[config.mk]
export PLATFORM = sky130hd
export DESIGN_NAME = histogram_cdf_reader_flat
export DESIGN_NICKNAME = d
export VERILOG_FILES = /design/src/rtl/histogram_pkg.sv /design/src/rtl/histogram_cdf_reader_if.sv /design/src/rtl/histogram_prefix4.sv /design/src/rtl/histogram_cdf_reader.sv /design/src/flat_wrapper.sv
export SDC_FILE = /design/constraint.sdc
export NUM_CORES = 1
export LEC_CHECK = 0
export BUFFER_PORTS_ARGS = -buffer_cell sky130_fd_sc_hd__clkbuf_2
export CAP_MARGIN = 10
export CORE_ASPECT_RATIO = 0.7
export CORE_MARGIN = 2
export CORE_UTILIZATION = 50
export DETAILED_ROUTE_END_ITERATION = 10
export PLACE_DENSITY = 0.75
export SLEW_MARGIN = 5
export SYNTH_ARGS = -nofsm -noshare
export SYNTH_HDL_FRONTEND = slang
export SYNTH_SLANG_ARGS = --single-unit
[constraint.sdc]
create_clock -name clock -period 12.5 [get_ports clock]
set_input_delay 1.875 -clock clock [delete_from_list [all_inputs] [get_ports clock]]
set_output_delay 1.875 -clock clock [all_outputs]
set_load 0.03 [all_outputs]
[src/rtl/histogram_pkg.sv]
// Shared constants, lane layout and FSM encoding for the histogram readout path.
// Bin offset 0 lives in the most significant lane of a scratch word.
package histogram_pkg;

    localparam int NUM_BINS      = 256;
    localparam int BINS_PER_WORD = 4;
    localparam int BIN_W         = 32;
    localparam int SCRATCH_WORDS = NUM_BINS / BINS_PER_WORD;

    localparam int LANE0_LSB = 96;
    localparam int LANE1_LSB = 64;
    localparam int LANE2_LSB = 32;
    localparam int LANE3_LSB = 0;

    typedef logic [1:0] state_t;
    localparam state_t ST_IDLE  = 2'd0;
    localparam state_t ST_READ  = 2'd1;
    localparam state_t ST_DRAIN = 2'd2;
    localparam state_t ST_DONE  = 2'd3;

    function automatic int lane_lsb(input int lane, input int bin_w);
        return (BINS_PER_WORD - 1 - lane) * bin_w;
    endfunction

endpackage

[src/rtl/histogram_cdf_reader_if.sv]
// Control, scratch-read and output-write signals of the CDF readout engine.
// The master side is the reader; the slave side is the memories and controller.
interface histogram_cdf_reader_if #(
    parameter int NUM_WORDS = 64,
    parameter int BIN_W     = 32,
    parameter int ADDR_W    = 16
);
    localparam int WORD_W = 4 * BIN_W;

    logic                 start;
    logic [NUM_WORDS-1:0] scratch_written_mask;
    logic [ADDR_W-1:0]    scratch_memory_address_pointer;
    logic [WORD_W-1:0]    scratch_memory_rdata;
    logic                 output_memory_write_enable;
    logic [ADDR_W-1:0]    output_memory_address;
    logic [WORD_W-1:0]    output_memory_wdata;
    logic                 busy;
    logic                 done;
    logic [BIN_W-1:0]     total_count;

    modport master (
        input  start, scratch_written_mask, scratch_memory_rdata,
        output scratch_memory_address_pointer, output_memory_write_enable,
        output_memory_address, output_memory_wdata, busy, done, total_count
    );

    modport slave (
        output start, scratch_written_mask, scratch_memory_rdata,
        input  scratch_memory_address_pointer, output_memory_write_enable,
        output_memory_address, output_memory_wdata, busy, done, total_count
    );

endinterface

[src/rtl/histogram_prefix4.sv]
// Combinational 4-lane prefix adder: adds one scratch word onto the running sum.
// A cleared mask bit zeroes every bin, so undefined scratch data never propagates.
module histogram_prefix4
    import histogram_pkg::*;
#(
    parameter int BIN_W = histogram_pkg::BIN_W
) (
    input  logic [BIN_W-1:0]               run_in,
    input  logic [BINS_PER_WORD*BIN_W-1:0] word,
    input  logic                           mask_bit,
    output logic [BINS_PER_WORD*BIN_W-1:0] cum_word,
    output logic [BIN_W-1:0]               run_out
);

    logic [BIN_W-1:0] bin;
    logic [BIN_W-1:0] acc;

    // NOTE: every always_comb output gets a default first, so no latch can be inferred.
    always_comb begin
        cum_word = '0;
        bin      = '0;
        acc      = run_in;
        for (int lane = 0; lane < BINS_PER_WORD; lane++) begin
            bin = mask_bit ? word[lane_lsb(lane, BIN_W) +: BIN_W] : '0;
            acc = acc + bin;
            cum_word[lane_lsb(lane, BIN_W) +: BIN_W] = acc;
        end
        run_out = acc;
    end

endmodule

[src/rtl/histogram_cdf_reader.sv]
// Reads back the scratch histogram, builds the running CDF and writes it out.
// Pipeline: registered read address, one-cycle read latency, registered write.
module histogram_cdf_reader
    import histogram_pkg::*;
#(
    parameter int                NUM_WORDS = SCRATCH_WORDS,
    parameter int                BIN_W     = histogram_pkg::BIN_W,
    parameter int                ADDR_W    = 16,
    parameter logic [ADDR_W-1:0] OUT_BASE  = '0
) (
    input logic                    clock,
    input logic                    reset,
    histogram_cdf_reader_if.master bus
);

    localparam int                IDX_W     = $clog2(NUM_WORDS);
    localparam int                WORD_W    = BINS_PER_WORD * BIN_W;
    localparam logic [ADDR_W-1:0] LAST_ADDR = ADDR_W'(NUM_WORDS - 1);

    state_t             state;
    logic [ADDR_W-1:0]  rd_addr;
    logic               drain_cnt;
    logic               b_valid;
    logic [ADDR_W-1:0]  b_idx;
    logic [BIN_W-1:0]   run;
    logic [BIN_W-1:0]   run_next;
    logic [WORD_W-1:0]  cum_word;
    logic               wr_en;
    logic [ADDR_W-1:0]  wr_addr;
    logic [WORD_W-1:0]  wr_data;
    logic               done_q;
    logic [BIN_W-1:0]   total_q;

    // Stage B: mask for the word whose data is arriving now.
    histogram_prefix4 #(.BIN_W(BIN_W)) u_prefix (
        .run_in   (run),
        .word     (bus.scratch_memory_rdata),
        .mask_bit (bus.scratch_written_mask[b_idx[IDX_W-1:0]]),
        .cum_word (cum_word),
        .run_out  (run_next)
    );

    // NOTE: all state updates are non-blocking so each stage sees pre-edge values of the others.
    always_ff @(posedge clock) begin
        if (reset) begin
            state     <= ST_IDLE;
            rd_addr   <= '0;
            drain_cnt <= 1'b0;
            b_valid   <= 1'b0;
            b_idx     <= '0;
            run       <= '0;
            wr_en     <= 1'b0;
            wr_addr   <= '0;
            wr_data   <= '0;
            done_q    <= 1'b0;
            total_q   <= '0;
        end else begin
            done_q  <= 1'b0;
            b_valid <= (state == ST_READ);
            b_idx   <= rd_addr;
            wr_en   <= b_valid;
            if (b_valid) begin
                wr_addr <= OUT_BASE + b_idx;
                wr_data <= cum_word;
                run     <= run_next;
            end

            case (state)
                ST_IDLE, ST_DONE: begin
                    if (bus.start) begin
                        state   <= ST_READ;
                        rd_addr <= '0;
                        run     <= '0;
                    end
                end
                ST_READ: begin
                    if (rd_addr == LAST_ADDR) begin
                        state     <= ST_DRAIN;
                        drain_cnt <= 1'b0;
                    end else begin
                        rd_addr <= rd_addr + 1'b1;
                    end
                end
                ST_DRAIN: begin
                    if (drain_cnt) begin
                        state   <= ST_DONE;
                        done_q  <= 1'b1;
                        total_q <= run;
                    end else begin
                        drain_cnt <= 1'b1;
                    end
                end
                default: state <= ST_IDLE;
            endcase
        end
    end

    assign bus.scratch_memory_address_pointer = rd_addr;
    assign bus.output_memory_write_enable     = wr_en;
    assign bus.output_memory_address          = wr_addr;
    assign bus.output_memory_wdata            = wr_data;
    assign bus.busy                           = (state == ST_READ) || (state == ST_DRAIN);
    assign bus.done                           = done_q;
    assign bus.total_count                    = total_q;

endmodule

[src/flat_wrapper.sv]
// flat-port wrapper written by rule: the top's interface ports become plain ports
module histogram_cdf_reader_flat import histogram_pkg::*;
#(
    parameter int                NUM_WORDS = SCRATCH_WORDS,
    parameter int                BIN_W     = histogram_pkg::BIN_W,
    parameter int                ADDR_W    = 16,
    parameter logic [ADDR_W-1:0] OUT_BASE  = '0
)
  (clock, reset, bus_start, bus_scratch_written_mask, bus_scratch_memory_rdata, bus_scratch_memory_address_pointer, bus_output_memory_write_enable, bus_output_memory_address, bus_output_memory_wdata, bus_busy, bus_done, bus_total_count);
  histogram_cdf_reader_if #(.NUM_WORDS(NUM_WORDS), .BIN_W(BIN_W), .ADDR_W(ADDR_W)) bus_i ();
  input logic clock;
  input logic reset;
  input wire logic [$bits(bus_i.start)-1:0] bus_start;
  input wire logic [$bits(bus_i.scratch_written_mask)-1:0] bus_scratch_written_mask;
  input wire logic [$bits(bus_i.scratch_memory_rdata)-1:0] bus_scratch_memory_rdata;
  output wire logic [$bits(bus_i.scratch_memory_address_pointer)-1:0] bus_scratch_memory_address_pointer;
  output wire logic [$bits(bus_i.output_memory_write_enable)-1:0] bus_output_memory_write_enable;
  output wire logic [$bits(bus_i.output_memory_address)-1:0] bus_output_memory_address;
  output wire logic [$bits(bus_i.output_memory_wdata)-1:0] bus_output_memory_wdata;
  output wire logic [$bits(bus_i.busy)-1:0] bus_busy;
  output wire logic [$bits(bus_i.done)-1:0] bus_done;
  output wire logic [$bits(bus_i.total_count)-1:0] bus_total_count;
  assign bus_i.start = bus_start;
  assign bus_i.scratch_written_mask = bus_scratch_written_mask;
  assign bus_i.scratch_memory_rdata = bus_scratch_memory_rdata;
  assign bus_scratch_memory_address_pointer = bus_i.scratch_memory_address_pointer;
  assign bus_output_memory_write_enable = bus_i.output_memory_write_enable;
  assign bus_output_memory_address = bus_i.output_memory_address;
  assign bus_output_memory_wdata = bus_i.output_memory_wdata;
  assign bus_busy = bus_i.busy;
  assign bus_done = bus_i.done;
  assign bus_total_count = bus_i.total_count;
  histogram_cdf_reader #(.NUM_WORDS(NUM_WORDS), .BIN_W(BIN_W), .ADDR_W(ADDR_W), .OUT_BASE(OUT_BASE)) u_core (.clock(clock), .reset(reset), .bus(bus_i));
endmodule
==> run_results.csv <==
group,metric,value,unit
global_routing,gr-usage-all-layers,32.88,%
final_layout,finalNetCount,2689,
flow_run,max_cap_violations,0,
pwr,irDropWorstVdd,0.1289,mV
placement,hpwlAfterDp,45.71,mm
clock_tree,cts_buffers,26,
placement,postPlaceCellArea,18620,sq um
logic_synthesis,ys_seq_area_share,30.08,%
clock_tree,clk_pin_slew,70,ps
die,design.core.area,32270,sq um
sta,final_hold_viol_count,0,
routing,vias,16386,
sta,holdWs,456.5,ps
sta,max_freq,83.95,MHz
routing,first_pass_iters,5,
routing,first_iter_violations,1384,
logic_synthesis,synth_warnings,0,
critical_path,reg2reg_slack,850,ps
pwr,p_per_area,226.9,nW/um^2
routing,via_per_inst,5.831,
die,start_util,50.72,%
placement,io_buffers,389,
clock_tree,cts_root_buf,"clkbuf_16",
placement,gp_congestion,0.9634,
logic_synthesis,synth_edf_count,0,
final_layout,final_core_util,60.62,%
die,die_y,155.4,microns
final_layout,seqCellArea,4928,sq um
critical_path,crit_type,"in -> reg",
global_routing,grt_overflow,0,
logic_synthesis,synth_ff_type,"dfxtp_1",
logic_synthesis,yosysMostFrequentCell,"dfxtp_1",
clock_tree,h-tree-depth,1,
sta,min_period_over_period,95.29,%
routing,totalWireLength,58.22,mm
worst_hold_path,min_from,"u_core.bus.total_count[8]$_SDFFE_PP0P_",
die,ios,390,
critical_path,cpMostUsedCell,"a21oi_1",
logic_synthesis,synth_xor_area_share,5.893,%
die,die_area,34230,sq um
final_layout,syn_to_final_growth,19.51,%
clock_tree,cts_sinks,246,
logic_synthesis,ys_ff_latch,246,
logic_synthesis,synthMuxAreaShare,7.391,%
placement,dp.cells,2761,
logic_synthesis,synth_cell_types,72,
sta,relSlewSlack,32.57,%
sta,final.setup_skew,22.11,ps
logic_synthesis,synth_commonest_cells,"dfxtp_1 (246), nand2_1 (225), nor2_1 (192)",
final_layout,multi_input_area,10860,sq um
critical_path,crit_fanout,40,
critical_path,cp.buffers_inverters,2,
logic_synthesis,synth-simple-area-share,23.46,%
logic_synthesis,avgSynthCellArea,8.088,sq um
critical_path,arrival,12370,ps
logic_synthesis,synth_area_leader_cell,"dfxtp_1",
logic_synthesis,synth_compound_area_share,19.18,%
critical_path,worst_ep_required_time,12960,ps
critical_path,r2r-start,"u_core.b_idx[0]$_SDFF_PP0_",
logic_synthesis,synthTopCellsByArea,"dfxtp_1 (30%), ha_1 (9.8%), a21oi_1 (5.6%), mux2i_1 (5.3%), nand2_1 (5.2%)",
logic_synthesis,synthArstFlopShare,0,%
global_routing,grt_pass1_wl,86.71,mm
final_layout,fill_cells,2955,
global_routing,antenna_found_initial,1,
clock_tree,cts.path.max_buffers,3,
critical_path,end_kind,"flip-flop",
die,fp.dieW,220.3,microns
final_layout,fin_cells,2810,
die,rows,55,
sta,setup_viol,0,
run_status,run_status,"finished, final reports clean",
critical_path,slowest_stage,"mux4_2",
sta,finalMaxSlewViolations,0,
critical_path,cp-start-kind,"input port",
logic_synthesis,synth_top_family_by_area,"simple AND/OR/NAND/NOR gates",
sta,setup_tns,0,ps
sta,layout_min_cycle_time,11910,ps
global_routing,grt_max_degree,88,
clock_tree,cts_tree,"done",
routing,drtAntennaViolNets,0,
logic_synthesis,synth_top_area_share,30.08,%
clock_tree,clock_latency,590,ps
logic_synthesis,syn_area,16370,sq um
routing,drc,0,
logic_synthesis,synth_nets,2351,
worst_hold_path,hold_class,"reg -> reg",
sta,worst_pin_slew,1010,ps
logic_synthesis,syn_inst,2024,
routing,routedWlPerCell,20.72,microns
pwr,leakage,8.904,nW
final_layout,finalInstanceArea,19570,sq um
critical_path,startpoint,"bus_scratch_written_mask[39]",
global_routing,grt_pass1_vias,14824,
final_layout,drive_gt1_share,20.62,%
critical_path,slowest_delay,490,ps
logic_synthesis,synth_fa_ha_area_share,10.27,%
sta,rsz0062_at_grt,"no",
clock_tree,postCtsHoldBufs,0,
critical_path,crit_family,"compound AO/OA/AOI/OAI gates",
[flip-flops by register name, indices dropped and copies added, names as in the netlist]
signal                                     count
u_core.bus.output_memory_wdata               128
u_core.bus.total_count                        32
u_core.run                                    32
u_core.b_idx                                  16
u_core.bus.output_memory_address              16
u_core.bus.scratch_memory_address_pointer     16
u_core.state                                   2
u_core.b_valid                                 1
u_core.bus.done                                1
u_core.bus.output_memory_write_enable          1
u_core.drain_cnt                               1
[path summary, 6_finish.rpt]
| check | to | cells past startpoint |
|---|---|---|
| min | u_core.bus.total_count[8]$_SDFFE_PP0P_ | 2 |
| max | u_core.bus.output_memory_wdata[28]$_SDFFE_PP0P_ | 40 |
| max reg2reg | u_core.bus.output_memory_wdata[28]$_SDFFE_PP0P_ | 39 |
| min reg2reg | u_core.bus.total_count[8]$_SDFFE_PP0P_ | 2 |
[kinds of logic (layout without fill, tap and decap cells)]
group	after synthesis	count (layout)
AOI/OAI and AO/OA	493	493
xor gates and xnor gates	106	106
adders and majority gates	132	132
buffers and inverters	158	515
DFF	246	246
muxes	103	103
other	0	2
and+or+nand+nor	786	786
[per-stage QoR]
| stage | worst slack (ps) | total power, mW |
|---|---|---|
| 2_1_floorplan | 1454 | 2.797 |
| 3_3_place_gp | 204.5 | 3.495 |
| 3_5_place_dp | 156.2 | 3.527 |
| 4_1_cts | 730.7 | 4.385 |
| 5_1_grt | 136.3 | 4.694 |
| 6_report | 588.5 | 4.439 |
[worst reg2reg max path: cells and delay by family (launching register included)]
kind	cells	cell delay, ps
AOI/OAI and AO/OA	19	4610
and+or+nand+nor	10	2470
adders and majority gates	4	1450
muxes	3	1300
DFF	1	990
xor gates and xnor gates	2	460
buffers and inverters	1	270
[layout by cell type, fill, tap and decap left out, drive strengths merged, types with 8 or more instances in the layout]
cell / synthesis / routed
a211oi: 21 / 21
a21boi: 10 / 10
a21o: 55 / 55
a21oi: 182 / 182
a311o: 10 / 10
a31oi: 15 / 15
and2: 129 / 129
and3: 23 / 23
buf: 14 / 18
clkbuf: 82 / 422
dfxtp: 246 / 246
ha: 128 / 128
inv: 62 / 62
mux2i: 86 / 86
mux4: 14 / 14
nand2: 225 / 225
nand2b: 14 / 14
nand3: 42 / 42
nand3b: 8 / 8
nand4: 11 / 11
nor2: 192 / 192
nor2b: 30 / 30
nor3: 47 / 47
nor4: 9 / 9
o211ai: 11 / 11
o21a: 19 / 19
o21ai: 85 / 85
o21bai: 12 / 12
o31ai: 8 / 8
or2: 10 / 10
or3: 16 / 16
or4: 8 / 8
xnor2: 69 / 69
xor2: 35 / 35
[per-layer routing]
layer  vias to the layer above  part of all wire, %  global-route usage (%)  routed length [microns]
met4                         0                  2.8                   8.853                     1624
met5                         -                    0                       0                        0
met2                       741                   41                   47.98                    24150
met1                      7665                   45                   48.28                    26470
li1                       7881                    -                       -                        -
met3                        99                   10                   7.507                     5973
[repair_timing]
action                     4_1_cts  5_1_grt
gates resized for setup          0        2
setup buffers                    0        0
setup endpoints to repair        0        1
[area by class of cell]
| cell class | instances | area share [%] |
|---|---|---|
| Multi-Input combinational cell | 1620 | 55.51 |
| Sequential cell | 246 | 25.19 |
| Timing Repair Buffer | 406 | 10.64 |
| Clock buffer | 34 | 3.684 |
| Tap cell | 427 | 2.731 |
| Inverter | 62 | 1.189 |
| Clock inverter | 13 | 1.036 |
| Antenna cell | 2 | 0.02558 |
[power breakdown]
group / leakage [nW] / switching, mW / internal [mW]
clock network: 0.434 / 0.356 / 0.492
logic: 6.48 / 1.67 / 0.937
registers: 1.99 / 0.102 / 0.886
No activity file was read; power rests on OpenSTA's default activity.
